--- src/rtl/z16_pkg.sv ---
// Shared Z16 definitions: datapath width, arbiter port indices and the bus word type.
package z16_pkg;

    localparam int unsigned Z16_XLEN = 16;
    localparam int unsigned PORT_CPU = 0;
    localparam int unsigned PORT_DMA = 1;

    typedef logic [Z16_XLEN-1:0] z16_word_t;

endpackage

--- src/rtl/z16_dmem_arbiter_if.sv ---
// Requester and data-memory signal bundle for the Z16 data-memory arbiter.
interface z16_dmem_arbiter_if;
    import z16_pkg::*;

    logic      i_req0;
    z16_word_t i_addr0;
    logic      i_wen0;
    z16_word_t i_wdata0;
    logic      o_gnt0;
    logic      o_rvalid0;
    z16_word_t o_rdata0;

    logic      i_req1;
    z16_word_t i_addr1;
    logic      i_wen1;
    z16_word_t i_wdata1;
    logic      o_gnt1;
    logic      o_rvalid1;
    z16_word_t o_rdata1;

    z16_word_t o_mem_addr;
    logic      o_mem_wen;
    z16_word_t o_mem_wdata;
    z16_word_t i_mem_rdata;

    // Requester / memory side.
    modport master (
        output i_req0, i_addr0, i_wen0, i_wdata0,
        output i_req1, i_addr1, i_wen1, i_wdata1,
        output i_mem_rdata,
        input  o_gnt0, o_rvalid0, o_rdata0,
        input  o_gnt1, o_rvalid1, o_rdata1,
        input  o_mem_addr, o_mem_wen, o_mem_wdata
    );

    // Arbiter side.
    modport slave (
        input  i_req0, i_addr0, i_wen0, i_wdata0,
        input  i_req1, i_addr1, i_wen1, i_wdata1,
        input  i_mem_rdata,
        output o_gnt0, o_rvalid0, o_rdata0,
        output o_gnt1, o_rvalid1, o_rdata1,
        output o_mem_addr, o_mem_wen, o_mem_wdata
    );

endinterface

--- src/rtl/z16_rr_pick2.sv ---
// Two-way grant picker: a lone request wins; on contention either round-robin
// against the last grant or port 0 priority unless port 1 is being forced.
module z16_rr_pick2 #(
    parameter bit RR_MODE = 1'b1
) (
    input  logic [1:0] req_i,
    input  logic       last_gnt_i,
    input  logic       force1_i,
    output logic [1:0] gnt_o
);

    logic pick1;

    always_comb begin
        gnt_o = req_i;
        pick1 = 1'b0;
        if (req_i == 2'b11) begin
            if (RR_MODE) begin
                pick1 = ~last_gnt_i;
            end else begin
                pick1 = force1_i;
            end
            gnt_o = pick1 ? 2'b10 : 2'b01;
        end
    end

endmodule

--- src/rtl/z16_dmem_arbiter.sv ---
// Shares the single-port Z16 data memory between the CPU (port 0) and the DMA
// (port 1); load data is captured into a per-port register one cycle after grant.
module z16_dmem_arbiter
    import z16_pkg::*;
#(
    parameter bit          RR_MODE    = 1'b1,
    parameter int unsigned STARVE_MAX = 4
) (
    input  logic              i_clk,
    input  logic              i_rst,
    z16_dmem_arbiter_if.slave bus
);

    localparam int unsigned      CNT_W      = $clog2(STARVE_MAX + 1);
    localparam logic [CNT_W-1:0] STARVE_LIM = CNT_W'(STARVE_MAX);

    logic [1:0]       req_c;
    logic [1:0]       gnt_c;
    logic             force1_c;
    logic             load0_c;
    logic             load1_c;

    logic             last_gnt_q, last_gnt_d;
    logic [CNT_W-1:0] starve_q,   starve_d;
    logic             rvalid0_q,  rvalid0_d;
    logic             rvalid1_q,  rvalid1_d;
    z16_word_t        rdata0_q,   rdata0_d;
    z16_word_t        rdata1_q,   rdata1_d;

    assign req_c    = {bus.i_req1, bus.i_req0};
    assign force1_c = (starve_q == STARVE_LIM);

    z16_rr_pick2 #(
        .RR_MODE (RR_MODE)
    ) u_pick (
        .req_i      (req_c),
        .last_gnt_i (last_gnt_q),
        .force1_i   (force1_c),
        .gnt_o      (gnt_c)
    );

    assign bus.o_gnt0 = gnt_c[PORT_CPU];
    assign bus.o_gnt1 = gnt_c[PORT_DMA];

    // Memory-side mux; idle cycles present an all-zero, non-writing access.
    always_comb begin
        bus.o_mem_addr  = '0;
        bus.o_mem_wen   = 1'b0;
        bus.o_mem_wdata = '0;
        if (gnt_c[PORT_CPU]) begin
            bus.o_mem_addr  = bus.i_addr0;
            bus.o_mem_wen   = bus.i_wen0;
            bus.o_mem_wdata = bus.i_wdata0;
        end else if (gnt_c[PORT_DMA]) begin
            bus.o_mem_addr  = bus.i_addr1;
            bus.o_mem_wen   = bus.i_wen1;
            bus.o_mem_wdata = bus.i_wdata1;
        end
    end

    assign load0_c = gnt_c[PORT_CPU] & ~bus.i_wen0;
    assign load1_c = gnt_c[PORT_DMA] & ~bus.i_wen1;

    // Next-state for response registers, last grant and starvation counter.
    always_comb begin
        rvalid0_d  = load0_c;
        rvalid1_d  = load1_c;
        rdata0_d   = load0_c ? bus.i_mem_rdata : rdata0_q;
        rdata1_d   = load1_c ? bus.i_mem_rdata : rdata1_q;
        last_gnt_d = (|gnt_c) ? gnt_c[PORT_DMA] : last_gnt_q;
        starve_d   = starve_q;
        if (!bus.i_req1 || gnt_c[PORT_DMA]) begin
            starve_d = '0;
        end else if (gnt_c[PORT_CPU] && (starve_q != STARVE_LIM)) begin
            starve_d = starve_q + CNT_W'(1);
        end
    end

    always_ff @(posedge i_clk) begin
        if (i_rst) begin
            rvalid0_q  <= 1'b0;
            rvalid1_q  <= 1'b0;
            rdata0_q   <= '0;
            rdata1_q   <= '0;
            last_gnt_q <= 1'b1;
            starve_q   <= '0;
        end else begin
            rvalid0_q  <= rvalid0_d;
            rvalid1_q  <= rvalid1_d;
            rdata0_q   <= rdata0_d;
            rdata1_q   <= rdata1_d;
            last_gnt_q <= last_gnt_d;
            starve_q   <= starve_d;
        end
    end

    assign bus.o_rvalid0 = rvalid0_q;
    assign bus.o_rvalid1 = rvalid1_q;
    assign bus.o_rdata0  = rdata0_q;
    assign bus.o_rdata1  = rdata1_q;

endmodule
--- src/flat_wrapper.sv ---
// flat-port wrapper written by rule: the top's interface ports become plain ports
module z16_dmem_arbiter_flat import z16_pkg::*;
#(
    parameter bit          RR_MODE    = 1'b1,
    parameter int unsigned STARVE_MAX = 4
)
  (i_clk, i_rst, bus_i_req0, bus_i_addr0, bus_i_wen0, bus_i_wdata0, bus_i_req1, bus_i_addr1, bus_i_wen1, bus_i_wdata1, bus_i_mem_rdata, bus_o_gnt0, bus_o_rvalid0, bus_o_rdata0, bus_o_gnt1, bus_o_rvalid1, bus_o_rdata1, bus_o_mem_addr, bus_o_mem_wen, bus_o_mem_wdata);
  z16_dmem_arbiter_if bus_i ();
  input  logic i_clk;
  input  logic i_rst;
  input wire logic [$bits(bus_i.i_req0)-1:0] bus_i_req0;
  input wire logic [$bits(bus_i.i_addr0)-1:0] bus_i_addr0;
  input wire logic [$bits(bus_i.i_wen0)-1:0] bus_i_wen0;
  input wire logic [$bits(bus_i.i_wdata0)-1:0] bus_i_wdata0;
  input wire logic [$bits(bus_i.i_req1)-1:0] bus_i_req1;
  input wire logic [$bits(bus_i.i_addr1)-1:0] bus_i_addr1;
  input wire logic [$bits(bus_i.i_wen1)-1:0] bus_i_wen1;
  input wire logic [$bits(bus_i.i_wdata1)-1:0] bus_i_wdata1;
  input wire logic [$bits(bus_i.i_mem_rdata)-1:0] bus_i_mem_rdata;
  output wire logic [$bits(bus_i.o_gnt0)-1:0] bus_o_gnt0;
  output wire logic [$bits(bus_i.o_rvalid0)-1:0] bus_o_rvalid0;
  output wire logic [$bits(bus_i.o_rdata0)-1:0] bus_o_rdata0;
  output wire logic [$bits(bus_i.o_gnt1)-1:0] bus_o_gnt1;
  output wire logic [$bits(bus_i.o_rvalid1)-1:0] bus_o_rvalid1;
  output wire logic [$bits(bus_i.o_rdata1)-1:0] bus_o_rdata1;
  output wire logic [$bits(bus_i.o_mem_addr)-1:0] bus_o_mem_addr;
  output wire logic [$bits(bus_i.o_mem_wen)-1:0] bus_o_mem_wen;
  output wire logic [$bits(bus_i.o_mem_wdata)-1:0] bus_o_mem_wdata;
  assign bus_i.i_req0 = bus_i_req0;
  assign bus_i.i_addr0 = bus_i_addr0;
  assign bus_i.i_wen0 = bus_i_wen0;
  assign bus_i.i_wdata0 = bus_i_wdata0;
  assign bus_i.i_req1 = bus_i_req1;
  assign bus_i.i_addr1 = bus_i_addr1;
  assign bus_i.i_wen1 = bus_i_wen1;
  assign bus_i.i_wdata1 = bus_i_wdata1;
  assign bus_i.i_mem_rdata = bus_i_mem_rdata;
  assign bus_o_gnt0 = bus_i.o_gnt0;
  assign bus_o_rvalid0 = bus_i.o_rvalid0;
  assign bus_o_rdata0 = bus_i.o_rdata0;
  assign bus_o_gnt1 = bus_i.o_gnt1;
  assign bus_o_rvalid1 = bus_i.o_rvalid1;
  assign bus_o_rdata1 = bus_i.o_rdata1;
  assign bus_o_mem_addr = bus_i.o_mem_addr;
  assign bus_o_mem_wen = bus_i.o_mem_wen;
  assign bus_o_mem_wdata = bus_i.o_mem_wdata;
  z16_dmem_arbiter #(.RR_MODE(RR_MODE), .STARVE_MAX(STARVE_MAX)) u_core (.i_clk(i_clk), .i_rst(i_rst), .bus(bus_i));
endmodule
--- config.mk ---
export PLATFORM = sky130hd
export DESIGN_NAME = z16_dmem_arbiter_flat
export DESIGN_NICKNAME = d
export VERILOG_FILES = /design/src/rtl/z16_pkg.sv /design/src/rtl/z16_dmem_arbiter_if.sv /design/src/rtl/z16_rr_pick2.sv /design/src/rtl/z16_dmem_arbiter.sv /design/src/flat_wrapper.sv
export SDC_FILE = /design/constraint.sdc
export NUM_CORES = 1
export LEC_CHECK = 0
export CORE_ASPECT_RATIO = 0.75
export CORE_MARGIN = 3
export CORE_UTILIZATION = 34
export CTS_CLUSTER_DIAMETER = 80
export DETAILED_ROUTE_END_ITERATION = 7
export PLACE_DENSITY = 0.95
export SKIP_CTS_REPAIR_TIMING = 1
export SYNTH_ARGS = -nofsm -noshare
export SYNTH_HDL_FRONTEND = slang
export SYNTH_SLANG_ARGS = --single-unit
export TNS_END_PERCENT = 1
--- constraint.sdc ---
create_clock -name i_clk -period 3.4 [get_ports i_clk]
set_input_delay 0.68 -clock i_clk [delete_from_list [all_inputs] [get_ports i_clk]]
set_output_delay 0.68 -clock i_clk [all_outputs]
set_load 0.01 [all_outputs]
Yosys cells after proc, flatten, opt, wreduce, memory -nomap -nowiden
Cells that the tools add are included.

cells by class
  equality and inequality tests = 1
  muxes and demuxes = 9
  bitwise gates (word level) = 5
  reduce and logical (&&, ||, !) cells = 1

operator list
  cell                                   number
  two-way mux 16 bit                     4
  two-way mux 2 bit                      2
  two-way mux 1 bit                      3
  NOT 1 bit                              3
  bitwise AND 1 bit                      2
  == test 2 bit (second input constant)  1
  OR reduction 2 bit                     1

storage, ports and cells
  output and inout port bits = 69
  flip-flop bits (word level) = 35
  input bits = 86
  word-level logic and storage cells = 21

Depth between registers and ports, before layout
  depth after elaboration = 6
  mapped depth = 5
  mapped depth without buffers = 3

Modules after synthesis
Synthesis repeated with hierarchy kept, for this count alone.

unflattened totals
  cell total of the unflattened synthesis = 217
  area total of the unflattened synthesis = 1736.7 µm²

modules (own cells, without submodules)
  module            area an instance (µm²)  seq. area each (µm²)  cells each  instances
  z16_dmem_arbiter  1717.9                  760.7                 214         1
  z16_rr_pick2      18.8                    0.0                   3           1

Worst setup path before layout
Ideal clock, no wire load.

  path type = input -> output
  start point = input bus_i_req1
  end point = output bus_o_mem_wdata[10]
  slack = 1.236 ns
  stages on the path = 5
  data arrival time = 1.484 ns
  path buffers = 2
  cell sequence = nor2b_1 -> buf_2 -> nor2_4 -> buf_2 -> a22o_1

between the ends
  elaborated cells between the ends (all ways) = 4
  those cells by class = eq/ne: 1; mux: 3

RTL lines
  item                line                    RTL
  from (decl)         flat_wrapper.sv:15      input wire logic [$bits(bus_i.i_req1)-1:0] bus_i_req1;
  == test 2 bit       z16_rr_pick2.sv:17      if (req_i == 2'b11) begin
  two-way mux 2 bit   z16_rr_pick2.sv:17
  net bus_o_gnt0      flat_wrapper.sv:20      output wire logic [$bits(bus_i.o_gnt0)-1:0] bus_o_gnt0;
  two-way mux 16 bit  z16_dmem_arbiter.sv:50  if (gnt_c[PORT_CPU]) begin
  to (decl)           flat_wrapper.sv:28      output wire logic [$bits(bus_i.o_mem_wdata)-1:0] bus_o_mem_wdata;

The timed path passes the listed nets, and every way through them passes these cells.

Worst setup path after layout
  start point = input bus_i_req0
  end point = output bus_o_mem_wdata[15]

between the ends
  longest elaborated chain between the ends = 4

ends and longest elaborated chain
  item                    line                    RTL
  from (decl)             flat_wrapper.sv:11      input wire logic [$bits(bus_i.i_req0)-1:0] bus_i_req0;
  == test 2 bit           z16_rr_pick2.sv:17
  two-way mux 2 bit (*)   z16_rr_pick2.sv:17
  two-way mux 16 bit      z16_dmem_arbiter.sv:54  end else if (gnt_c[PORT_DMA]) begin
  two-way mux 16 bit (*)  z16_dmem_arbiter.sv:50

Mark *: on every way between the ends. The rest lies on a longest branch, timed or not.

==> impl_results.md <==
- Final Util: 69.9%
- Maximum number of buffers from clock root to sink: 2
- GRT Residual Overflow: 0
- Syn avg cell area: 9.02 um2
- Wire length of the first global-routing pass: 9.78 mm
- Flop2flop setup slack: 2170 ps
- Total I/O pin count: 155
- Count of unique library cells instantiated by Yosys: 20
- DRC violation count after routing: 0
- Via Count: 2,080
- CP cell instances: clkdlybuf4s50_1 -> inv_1 -> nor2_4 -> buf_12 -> a22o_1 -> clkdlybuf4s50_1
- Leak: 1.37 nW
- Clock slew at reported path FFs: 70 ps
- Worst hold margin: 477 ps
- Cell count after synthesis: 198
- Library cell used as clock root buffer: sky130_fd_sc_hd__clkbuf_8
- Placed cell count: 412
- Summed negative setup slack over all endpoints: 0 ps
- Data required time of the worst path: 2720 ps
- Antenna violation net count after detailed routing: 0
- Total die area: 6170 um2
- Cell repeated most along the worst path: sky130_fd_sc_hd__clkdlybuf4s50_1
- Maximum number of pins on one net before global-route repair: 42
- Total of buffers placed on input and output ports: 154
- Worst vdd ir: 0.149 mV
- Final clock skew: 7.22 ps
- Worst max-slew margin expressed relative to the limit: 29.9%
- Routability Congestion: 0.767
- Standard-cell rows: 22
- Die W: 89.7 um
- Kind of end point of the critical path: output pin
- DRT iter0 DRCs: 128
- Core area: 4980 um2
- Crit path max fanout: 33
- Number of antenna violations at the first check in global routing: 0
- Critical Path Start Type: primary input
- Layout Nets: 433
- Final instance count without filler cells: 420
- Sum of routed wire length over all layers: 6.44 mm
- Layout overhead on the synthesized area: 94.9%
- Post-layout minimum cycle time: 3110 ps
- Diodes inserted: 0
- Drt pass-1 iters: 4
- Die span in y: 68.8 um
- Fraction of final layout cells with drive strength greater than 1: 4.89%
- Path type of the worst min-delay path: reg2reg
- Number of pins with negative max-slew slack in the final report: 0
- Total of flip-flops plus latches after synthesis: 35
- CTS buffer count: 5
- Run status: complete, no violations
- Unrepaired setup endpoints after global routing: no
- Overall fraction of global-route tracks in use: 19.9%
- Warnings, synthesis: 0
- Sink Count: 35
- Number of global-route vias before repair: 2,028
- Fin. Hold Viols: 0
- Max-cap violations: 0
- Post-detailed-placement half-perimeter wirelength: 5.18 mm
- Start-to-end type of the worst setup path: in2out
- Power density over the cells: 316 nW/um2
- Total nets after synthesis: 284
- Maximum cell stage delay along the critical path: 570 ps
- Source-to-sink clock delay at the later pin of the worst-skew pair: 280 ps
- Wire length per cell after detailed routing: 15.3 um
- Transition time of the tightest slew-check pin: 1050 ps
- Peak clock frequency supported by timing: 0.321 GHz
- Cell type with the highest aggregate area in the netlist: sky130_fd_sc_hd__dfxtp_1
- Finish-stage setup viols: 0
- Clock tree from TritonCTS: built
- Worst path arrival time: 2430 ps
- Summed instance area of the synthesized netlist: 1790 um2
- Share of the cycle needed by the critical path after routing: 91.6%
- Part of the Yosys area used for sequential elements: 39.2%
- Via-per-instance ratio: 4.95
- Cell types with the largest area share after synthesis: sky130_fd_sc_hd__dfxtp_1 (39%), sky130_fd_sc_hd__a22o_1 (16%), sky130_fd_sc_hd__nand2b_1 (12%), sky130_fd_sc_hd__mux2i_1 (9.0%), sky130_fd_sc_hd__a21oi_1 (4.8%)
- CP max stage cell: sky130_fd_sc_hd__clkdlybuf4s50_1
- Number of fillers in the final layout: 394
- Initial standard-cell utilization of the core: 35.9%
- H-Tree Depth: 2
- Area fraction of the dominant cell type after synthesis: 39.2%
-- critical path, delay by kind of cell --
kind | cells | cell delay, ps
compound gates | 1 | 180
simple gates | 1 | 150
buf+inv | 4 | 1410
-- cell families after synthesis --
group,after synthesis,synth area share (%)
DFF,35,39.2
AOI/OAI and AO/OA,67,26.4
muxes,16,8.96
buffers and inverters,21,6.16
and+or+nand+nor,59,19.3
-- synth_stat cells --
| master | instances |
|---|---|
| sky130_fd_sc_hd__dfxtp_1 | 35 |
| sky130_fd_sc_hd__nand2b_1 | 35 |
| sky130_fd_sc_hd__a22o_1 | 32 |
| sky130_fd_sc_hd__a21oi_1 | 17 |
| sky130_fd_sc_hd__mux2i_1 | 16 |
| sky130_fd_sc_hd__nand3_1 | 16 |
| sky130_fd_sc_hd__o21ai_1 | 16 |
| sky130_fd_sc_hd__buf_2 | 10 |
| sky130_fd_sc_hd__clkbuf_1 | 5 |
| sky130_fd_sc_hd__buf_1 | 2 |
| sky130_fd_sc_hd__buf_6 | 2 |
| sky130_fd_sc_hd__nand2_1 | 2 |
| sky130_fd_sc_hd__nor2_1 | 2 |
| sky130_fd_sc_hd__nor2b_1 | 2 |
| sky130_fd_sc_hd__a21boi_4 | 1 |
| sky130_fd_sc_hd__and2_1 | 1 |
| sky130_fd_sc_hd__buf_4 | 1 |
| sky130_fd_sc_hd__inv_1 | 1 |
| sky130_fd_sc_hd__nor2_4 | 1 |
| sky130_fd_sc_hd__o21a_1 | 1 |
-- power by group --
part | internal, mW | total (mW) | leakage [nW] | switching, mW
Clock | 0.143 | 0.287 | 0.0412 | 0.144
Combinational | 0.237 | 0.372 | 1.04 | 0.136
Sequential | 0.429 | 0.440 | 0.286 | 0.0105
Total | 0.809 | 1.10 | 1.37 | 0.291
-- routing by layer --
metal | share of wire (%) | wire length (um) | track usage (%) | up-vias
met5 | 0 | 0 | 0 | -
met4 | 1.2 | 76 | 5.54 | 0
met3 | 7.7 | 495 | 5.86 | 8
met2 | 53 | 3440 | 39.6 | 103
met1 | 38 | 2430 | 21.0 | 963
li1 | - | - | - | 1006
-- path summary, 6_finish.rpt --
| path | from | depth (start not counted) | end |
|---|---|---|---|
| setup reg to reg | u_core.last_gnt_q | 4 | u_core.bus.o_rdata0[12] |
| hold reg to reg | u_core.bus.o_rdata1[6] | 2 | u_core.bus.o_rdata1[6] |
| hold / removal | u_core.bus.o_rdata1[6] | 2 | u_core.bus.o_rdata1[6] |
| setup / recovery | bus_i_req0 | 6 | bus_o_mem_wdata[15] |
-- metrics by stage --
stage / area, um2 / power, mW / worst slack (ps)
floorplan: 1790 / 0.586 / 1240
global placement: 3400 / 0.815 / 324
global route: 3480 / 1.15 / 234
CTS: 3480 / 1.11 / 278
finish: 3480 / 1.10 / 285
detailed placement: 3400 / 0.822 / 275
-- flip-flops by register name, indices dropped and copies added (netlist names) --
signal	cells
u_core.bus.o_rvalid0	1
u_core.bus.o_rvalid1	1
u_core.bus.o_rdata1	16
u_core.bus.o_rdata0	16
u_core.last_gnt_q	1
-- final cells by class --
class | count | area (um2) | area share, %
clock inverter | 2 | 12.5 | 0.359
clock buffer | 6 | 72.6 | 2.08
multi-input combinational | 142 | 976 | 28.0
timing repair buffer | 162 | 1630 | 46.7
inverter | 1 | 3.75 | 0.108
tap | 72 | 90.1 | 2.59
sequential | 35 | 701 | 20.1
-- placed cells by master, fill, tap and decap left out, drive strengths merged --
master	count
a21boi	1
a21oi	17
a22o	32
and2	1
buf	8
clkbuf	6
clkdlybuf4s50	154
clkinv	1
clkinvlp	1
dfxtp	35
inv	1
mux2i	16
nand2	2
nand2b	35
nand3	16
nor2	3
nor2b	2
o21a	1
o21ai	16
No activity file was read; power rests on OpenSTA's default activity.
